===== src/rtl/afifo_pkg.sv =====
// Shared pointer helpers for the asynchronous FIFO write and read controllers.
package afifo_pkg;

  localparam int AFIFO_ADDR_WIDTH = 4;
  localparam int AFIFO_PTR_WIDTH  = AFIFO_ADDR_WIDTH + 1;

  // Both conversions work at any width up to 32 bits: callers zero-extend
  // the operand and truncate the result to their own pointer width.
  function automatic logic [31:0] bin2gray(input logic [31:0] b);
    return b ^ (b >> 1);
  endfunction

  function automatic logic [31:0] gray2bin(input logic [31:0] g);
    logic [31:0] b;
    b     = '0;
    b[31] = g[31];
    for (int i = 30; i >= 0; i--) begin
      b[i] = b[i+1] ^ g[i];
    end
    return b;
  endfunction

endpackage


===== src/rtl/afifo_wr_ctrl_if.sv =====
// Write-side bus of the async FIFO: the push request, the synchronized read
// pointer, and the pointer, address and flags the controller produces.
interface afifo_wr_ctrl_if
  import afifo_pkg::*;
#(
  parameter int ADDR_WIDTH = AFIFO_ADDR_WIDTH
) ();

  localparam int PW = ADDR_WIDTH + 1;

  // W_INC is a request and W_EN is its accept: a word is written on every CLK
  // edge where W_EN=1. W_INC may be held while W_FULL=1; it is simply refused.
  logic                  W_INC;
  logic [PW-1:0]         RQ2_RPTR;
  logic                  W_OVF_CLR;
  logic                  W_EN;
  logic [ADDR_WIDTH-1:0] W_ADDR;
  logic [PW-1:0]         WPTR_GRAY;
  logic                  W_FULL;
  logic                  W_ALMOST_FULL;
  logic [PW-1:0]         W_LEVEL;
  logic                  W_OVF;

  modport master (
    output W_INC, RQ2_RPTR, W_OVF_CLR,
    input  W_EN, W_ADDR, WPTR_GRAY, W_FULL, W_ALMOST_FULL, W_LEVEL, W_OVF
  );

  modport slave (
    input  W_INC, RQ2_RPTR, W_OVF_CLR,
    output W_EN, W_ADDR, WPTR_GRAY, W_FULL, W_ALMOST_FULL, W_LEVEL, W_OVF
  );

endinterface


===== src/rtl/afifo_ptr_gray.sv =====
// Binary + Gray pointer register with increment enable; shared by the write
// and read controllers. The Gray copy is a flop so it is safe to synchronize.
module afifo_ptr_gray
  import afifo_pkg::*;
#(
  parameter int PTR_WIDTH = AFIFO_PTR_WIDTH
) (
  input  logic                 CLK,
  input  logic                 RST,
  input  logic                 inc,
  output logic [PTR_WIDTH-1:0] bin_q,
  output logic [PTR_WIDTH-1:0] gray_q,
  output logic [PTR_WIDTH-1:0] bin_d,
  output logic [PTR_WIDTH-1:0] gray_d
);

  always_comb begin
    bin_d  = bin_q + PTR_WIDTH'(inc);
    gray_d = PTR_WIDTH'(bin2gray(32'(bin_d)));
  end

  always_ff @(posedge CLK or negedge RST) begin
    if (!RST) begin
      bin_q  <= '0;
      gray_q <= '0;
    end else begin
      bin_q  <= bin_d;
      gray_q <= gray_d;
    end
  end

endmodule


===== src/rtl/afifo_wr_ctrl.sv =====
// Write-domain pointer and flag controller of the AHB2AHB bridge async FIFO.
// Optional sticky overflow flag: define AFIFO_WR_OVF_STICKY_EN.
module afifo_wr_ctrl
  import afifo_pkg::*;
#(
  parameter int ADDR_WIDTH = AFIFO_ADDR_WIDTH,
  parameter int AF_THRESH  = 12
) (
  input  logic            CLK,
  input  logic            RST,
  afifo_wr_ctrl_if.slave  wif
);

  localparam int PW = ADDR_WIDTH + 1;

  logic [PW-1:0] wbin_q;
  logic [PW-1:0] wbin_d;
  logic [PW-1:0] wgray_q;
  logic [PW-1:0] wgray_d;
  logic [PW-1:0] rbin_s;
  logic [PW-1:0] w_level_d;
  logic [PW-1:0] w_level_q;
  logic          w_full_d;
  logic          w_full_q;
  logic          w_af_d;
  logic          w_af_q;
  logic          w_en;
  logic          unused_wbin_msb;

  assign w_en = wif.W_INC & ~w_full_q;

  afifo_ptr_gray #(
    .PTR_WIDTH (PW)
  ) u_wptr (
    .CLK    (CLK),
    .RST    (RST),
    .inc    (w_en),
    .bin_q  (wbin_q),
    .gray_q (wgray_q),
    .bin_d  (wbin_d),
    .gray_d (wgray_d)
  );

  // Full when the next write pointer is exactly one lap ahead of the read
  // pointer: in Gray that means the top two bits differ and the rest match.
  always_comb begin
    rbin_s    = PW'(gray2bin(32'(wif.RQ2_RPTR)));
    w_level_d = wbin_d - rbin_s;
    w_full_d  = (wgray_d == {~wif.RQ2_RPTR[PW-1:PW-2], wif.RQ2_RPTR[PW-3:0]});
    w_af_d    = (w_level_d >= PW'(AF_THRESH));
  end

  always_ff @(posedge CLK or negedge RST) begin
    if (!RST) begin
      w_full_q  <= 1'b0;
      w_af_q    <= 1'b0;
      w_level_q <= '0;
    end else begin
      w_full_q  <= w_full_d;
      w_af_q    <= w_af_d;
      w_level_q <= w_level_d;
    end
  end

`ifdef AFIFO_WR_OVF_STICKY_EN
  logic ovf_d;
  logic ovf_q;

  // A refused push sets the flag; set beats a simultaneous clear.
  always_comb begin
    ovf_d = (wif.W_INC & w_full_q) | (ovf_q & ~wif.W_OVF_CLR);
  end

  always_ff @(posedge CLK or negedge RST) begin
    if (!RST) begin
      ovf_q <= 1'b0;
    end else begin
      ovf_q <= ovf_d;
    end
  end

  assign wif.W_OVF = ovf_q;
`else
  logic unused_ovf_clr;
  assign unused_ovf_clr = wif.W_OVF_CLR;
  assign wif.W_OVF      = 1'b0;
`endif

  assign unused_wbin_msb   = wbin_q[PW-1];
  assign wif.W_EN          = w_en;
  assign wif.W_ADDR        = wbin_q[ADDR_WIDTH-1:0];
  assign wif.WPTR_GRAY     = wgray_q;
  assign wif.W_FULL        = w_full_q;
  assign wif.W_ALMOST_FULL = w_af_q;
  assign wif.W_LEVEL       = w_level_q;

endmodule


===== src/flat_wrapper.sv =====
// flat-port wrapper written by rule: the top's interface ports become plain ports
module afifo_wr_ctrl_flat import afifo_pkg::*;
#(
  parameter int ADDR_WIDTH = AFIFO_ADDR_WIDTH,
  parameter int AF_THRESH  = 12
)
  (CLK, RST, wif_W_INC, wif_RQ2_RPTR, wif_W_OVF_CLR, wif_W_EN, wif_W_ADDR, wif_WPTR_GRAY, wif_W_FULL, wif_W_ALMOST_FULL, wif_W_LEVEL, wif_W_OVF);
  afifo_wr_ctrl_if #(.ADDR_WIDTH(ADDR_WIDTH)) wif_i ();
  input  logic CLK;
  input  logic RST;
  input wire logic [$bits(wif_i.W_INC)-1:0] wif_W_INC;
  input wire logic [$bits(wif_i.RQ2_RPTR)-1:0] wif_RQ2_RPTR;
  input wire logic [$bits(wif_i.W_OVF_CLR)-1:0] wif_W_OVF_CLR;
  output wire logic [$bits(wif_i.W_EN)-1:0] wif_W_EN;
  output wire logic [$bits(wif_i.W_ADDR)-1:0] wif_W_ADDR;
  output wire logic [$bits(wif_i.WPTR_GRAY)-1:0] wif_WPTR_GRAY;
  output wire logic [$bits(wif_i.W_FULL)-1:0] wif_W_FULL;
  output wire logic [$bits(wif_i.W_ALMOST_FULL)-1:0] wif_W_ALMOST_FULL;
  output wire logic [$bits(wif_i.W_LEVEL)-1:0] wif_W_LEVEL;
  output wire logic [$bits(wif_i.W_OVF)-1:0] wif_W_OVF;
  assign wif_i.W_INC = wif_W_INC;
  assign wif_i.RQ2_RPTR = wif_RQ2_RPTR;
  assign wif_i.W_OVF_CLR = wif_W_OVF_CLR;
  assign wif_W_EN = wif_i.W_EN;
  assign wif_W_ADDR = wif_i.W_ADDR;
  assign wif_WPTR_GRAY = wif_i.WPTR_GRAY;
  assign wif_W_FULL = wif_i.W_FULL;
  assign wif_W_ALMOST_FULL = wif_i.W_ALMOST_FULL;
  assign wif_W_LEVEL = wif_i.W_LEVEL;
  assign wif_W_OVF = wif_i.W_OVF;
  afifo_wr_ctrl #(.ADDR_WIDTH(ADDR_WIDTH), .AF_THRESH(AF_THRESH)) u_core (.CLK(CLK), .RST(RST), .wif(wif_i));
endmodule

===== config.mk =====
export PLATFORM = sky130hd
export DESIGN_NAME = afifo_wr_ctrl_flat
export DESIGN_NICKNAME = d
export VERILOG_FILES = /design/src/rtl/afifo_pkg.sv /design/src/rtl/afifo_wr_ctrl_if.sv /design/src/rtl/afifo_ptr_gray.sv /design/src/rtl/afifo_wr_ctrl.sv /design/src/flat_wrapper.sv
export SDC_FILE = /design/constraint.sdc
export NUM_CORES = 1
export LEC_CHECK = 0
export CAP_MARGIN = 10
export CORE_ASPECT_RATIO = 1.25
export CORE_MARGIN = 5
export CORE_UTILIZATION = 35
export DETAILED_ROUTE_END_ITERATION = 10
export PLACE_DENSITY = 0.67
export SYNTH_ARGS = -nofsm -noshare
export SYNTH_HDL_FRONTEND = slang
export SYNTH_SLANG_ARGS = --single-unit

===== constraint.sdc =====
create_clock -name CLK -period 2.6 [get_ports CLK]
set_clock_uncertainty 0.15 [all_clocks]
set_input_delay 0.65 -clock CLK [delete_from_list [all_inputs] [get_ports CLK]]
set_output_delay 0.65 -clock CLK [all_outputs]
set_load 0.005 [all_outputs]

==> summary.md <==
| Metric | Value |
|---|---|
| Cell Area, Synth | between 900 and 1000 µm² |
| First-pass GRT wire length | 3.13 mm |
| IO Count | 27 |
| Synth top cells by count | dfrtp_1, xnor2_1, inv_1, xor2_1, ha_1 |
| Worst Max-Slew Pin Slew | 0.699 ns |
| Cell with the largest stage delay on the worst path | or4b_1 |
| Number of global-route vias before repair | around 730 |
| Total grt overflow | 0 |
| Yosys top cell by area | dfrtp_1 |
| H-tree Lvls | 1 |
| Worst hold path type | register to register |
| Cts bufs inserted | 3 |
| Synthesized instance count | slightly below 80 |
| Initial Util | 0.355 |
| Hpwl dp | 1.50 mm |
| RSZ-0062 raised after global routing | yes |
| Slew HR | 0.533 |
| Nets@finish | 149 |
| Gp weighted congestion | between 0.7 and 0.8 |
| Mean area per synthesized cell | about 12 µm² |
| Die width | around 56 µm |
| Most common cell in the synthesized netlist | dfrtp_1 |
| Initial antenna violation count | 0 |
| Synth Warn # | 0 |
| Crit-path cells | buf_8 > xnor2_4 > xor2_2 > xor2_2 > buf_4 > buf_4 > inv_1 > fa_2 > nor2b_1 > o21ai_1 > and3_1 > or4b_1 |
| Worst-path clk slew | about 0.090 ns |
| Total wire length | 1.90 mm |
| Worst skew pair latency | around 0.28 ns |
| Status | finished, violations left |
| Fin crit period | ~2.8 ns |
| Final worst setup slack | -0.245 ns |
| Leakage power | 0.690 nW |
| Die H | 67.7 µm |
| Synth top area cells | dfrtp_1, xnor2_1, ha_1, xor2_1, xnor2_2 |
| Sequential area share after synthesis | 0.430 |
| Post-synth ARST share | 1.00 |
| FP Rows | 21 |
| CTS tree | built |
| DRT antenna net count | 0 |
| Synthesized Nets | 94 |
| Power per cell area | roughly 1400 nW/µm² |
| Initial drt markers | 3 |
| DRC errors left | 0 |
| Hold buffer count at cts | 0 |
| Worst setup SP type | input port |
| Synth top area share | 0.430 |
| Number of synthesized flops with an enable pin | 0 |
| Design Area, Final | around 1600 µm² |
| Achievable clock frequency | approximately 350 MHz |
| Largest net degree at the start of global routing | 17 |
| Detailed-route wire length per cell | between 10 and 15 µm |
| Total Power | around 2.2 mW |
| Primary FF master, synth | dfrtp_1 |
| Final hold slack | 0.516 ns |
| CP Max Fanout | 3 |
| Fin crit share | 1.09 |
| WS Path Type | input port to register |
| Distinct cells, synth | 29 |
| Core area | about 2600 µm² |
| Fin util | 0.592 |
| Arr. time, crit path | around 2.8 ns |
| Fillers | between 200 and 250 |
| Clock root cell | clkbuf_4 |
| Post-placement cell count | roughly 160 |
| Vias after detailed routing | ~730 |
| # diodes | 0 |
| GRT Util Overall | 0.111 |
| Crit-path max cell delay | 0.46 ns |
| Worst Path Required | 2.60 ns |
| Vias per inst | roughly 4.4 |
| Share of layout cells above drive strength 1 | 0.405 |
| Hold Fails Final Rpt | 0 |
| Failing checks | negative setup slack |
| Non-Filler Instances | roughly 170 |
| Total clock sinks | 16 |
| DP Area | between 1000 and 1500 µm² |
| Final-report max-slew violation count | 0 |
| Final setup viols | 2 |
| Layout area overhead | 66.8% |
| Input/output buffers | 24 |
| Max Root-Sink Buffers | 2 |
| Max-Cap Viols | 0 |
| TritonRoute pass-1 iters | 3 |
| Crit. End Element | register |
| Peak VDD IR | approximately 0.00057 V |
| Die footprint | about 3800 µm² |
| Synthesized flop and latch total | 16 |
-- what timing repair did --
item,CTS,global route
endpoints found under the setup margin,7,3
setup buffers,3,3
gates resized for setup,25,6
pin swaps,12,7
-- per-stage QoR --
stage          TNS (ns)  worst slack [ns]
2_1_floorplan    -0.621            -0.410
3_3_place_gp      -3.42            -0.983
3_5_place_dp      -3.71             -1.06
4_1_cts          -0.289            -0.249
5_1_grt          -0.479            -0.321
6_report         -0.346            -0.245
-- kinds of logic after synthesis --
| kind of cell | Yosys count | synth area share |
|---|---|---|
| xor gates and xnor gates | 21 | 0.234 |
| AOI/OAI and AO/OA | 9 | 0.0792 |
| DFF | 16 | 0.430 |
| other | 1 | 0.00402 |
| adders and majority gates | 7 | 0.102 |
| and+or+nand+nor | 13 | 0.0886 |
| muxes | 1 | 0.0107 |
| buffers and inverters | 10 | 0.0524 |
-- area by class of cell --
cell class	instances	area, µm²	share of cell area
Multi-Input combinational cell	52	602	0.387
Inverter	8	30.0	0.0193
Timing Repair Buffer	52	458	0.294
Tap cell	34	42.5	0.0274
Clock buffer	3	22.5	0.0145
Sequential cell	16	400	0.257
-- power by group --
group | internal (mW) | total, mW | leakage [nW] | switching, mW
sequential | 0.390 | 0.495 | 0.190 | 0.105
combinational | 0.953 | 1.56 | 0.486 | 0.603
clock | 0.0537 | 0.126 | 0.0138 | 0.0718
total | 1.40 | 2.18 | 0.690 | 0.780
-- worst max-delay path, delay by kind of cell --
family	cells	cell delay (ns)
compound gates	1	0.07
xor+xnor	3	0.59
fa+ha+maj	1	0.39
buf+inv	4	0.38
simple gates	3	0.75
-- path summary, 6_finish.rpt --
kind,endpoint,slack (ns),cells after the start,from
hold reg to reg,u_core.u_wptr.bin_q[3],0.52,1,u_core.u_wptr.bin_q[3]
setup reg to reg,u_core.wif.W_ALMOST_FULL,0.11,10,u_core.wif.W_FULL
setup / recovery,u_core.wif.W_ALMOST_FULL,-0.24,12,wif_RQ2_RPTR[3]
max in group asynchronous,u_core.u_wptr.gray_q[0],1.22,1,RST
min in group asynchronous,u_core.u_wptr.bin_q[0],0.63,1,RST
hold / removal,u_core.u_wptr.bin_q[3],0.52,1,u_core.u_wptr.bin_q[3]
-- state kept, by name, indices dropped and copies added (netlist names) --
register,count
u_core.u_wptr.bin_q,5
u_core.wif.W_LEVEL,5
u_core.u_wptr.gray_q,4
u_core.wif.W_ALMOST_FULL,1
u_core.wif.W_FULL,1
-- cell usage in the layout, fill, tap and decap left out, types with 2 or more instances in the layout --
cell             instances
buf_4                   28
xor2_1                   3
dlygate4sd2_1            2
xnor2_2                  2
buf_8                    2
inv_1                    7
nand3_1                  4
ha_4                     3
a21oi_1                  2
clkdlybuf4s50_1         19
xnor2_1                 10
clkbuf_4                 3
xor2_2                   4
xnor2_4                  2
ha_1                     2
dfrtp_1                 16
-- routing by layer --
metal | routed length, µm | share of wire | up-vias | GRT usage
met5 | 0 | 0 | - | 0
met4 | 34 | 0.018 | 0 | 0.0712
met3 | 76 | 0.040 | 2 | 0.0268
met2 | 1030 | 0.54 | 17 | 0.202
met1 | 754 | 0.40 | 344 | 0.113
li1 | - | - | 363 | -
Note: power is estimated with default switching activity, not from simulation.
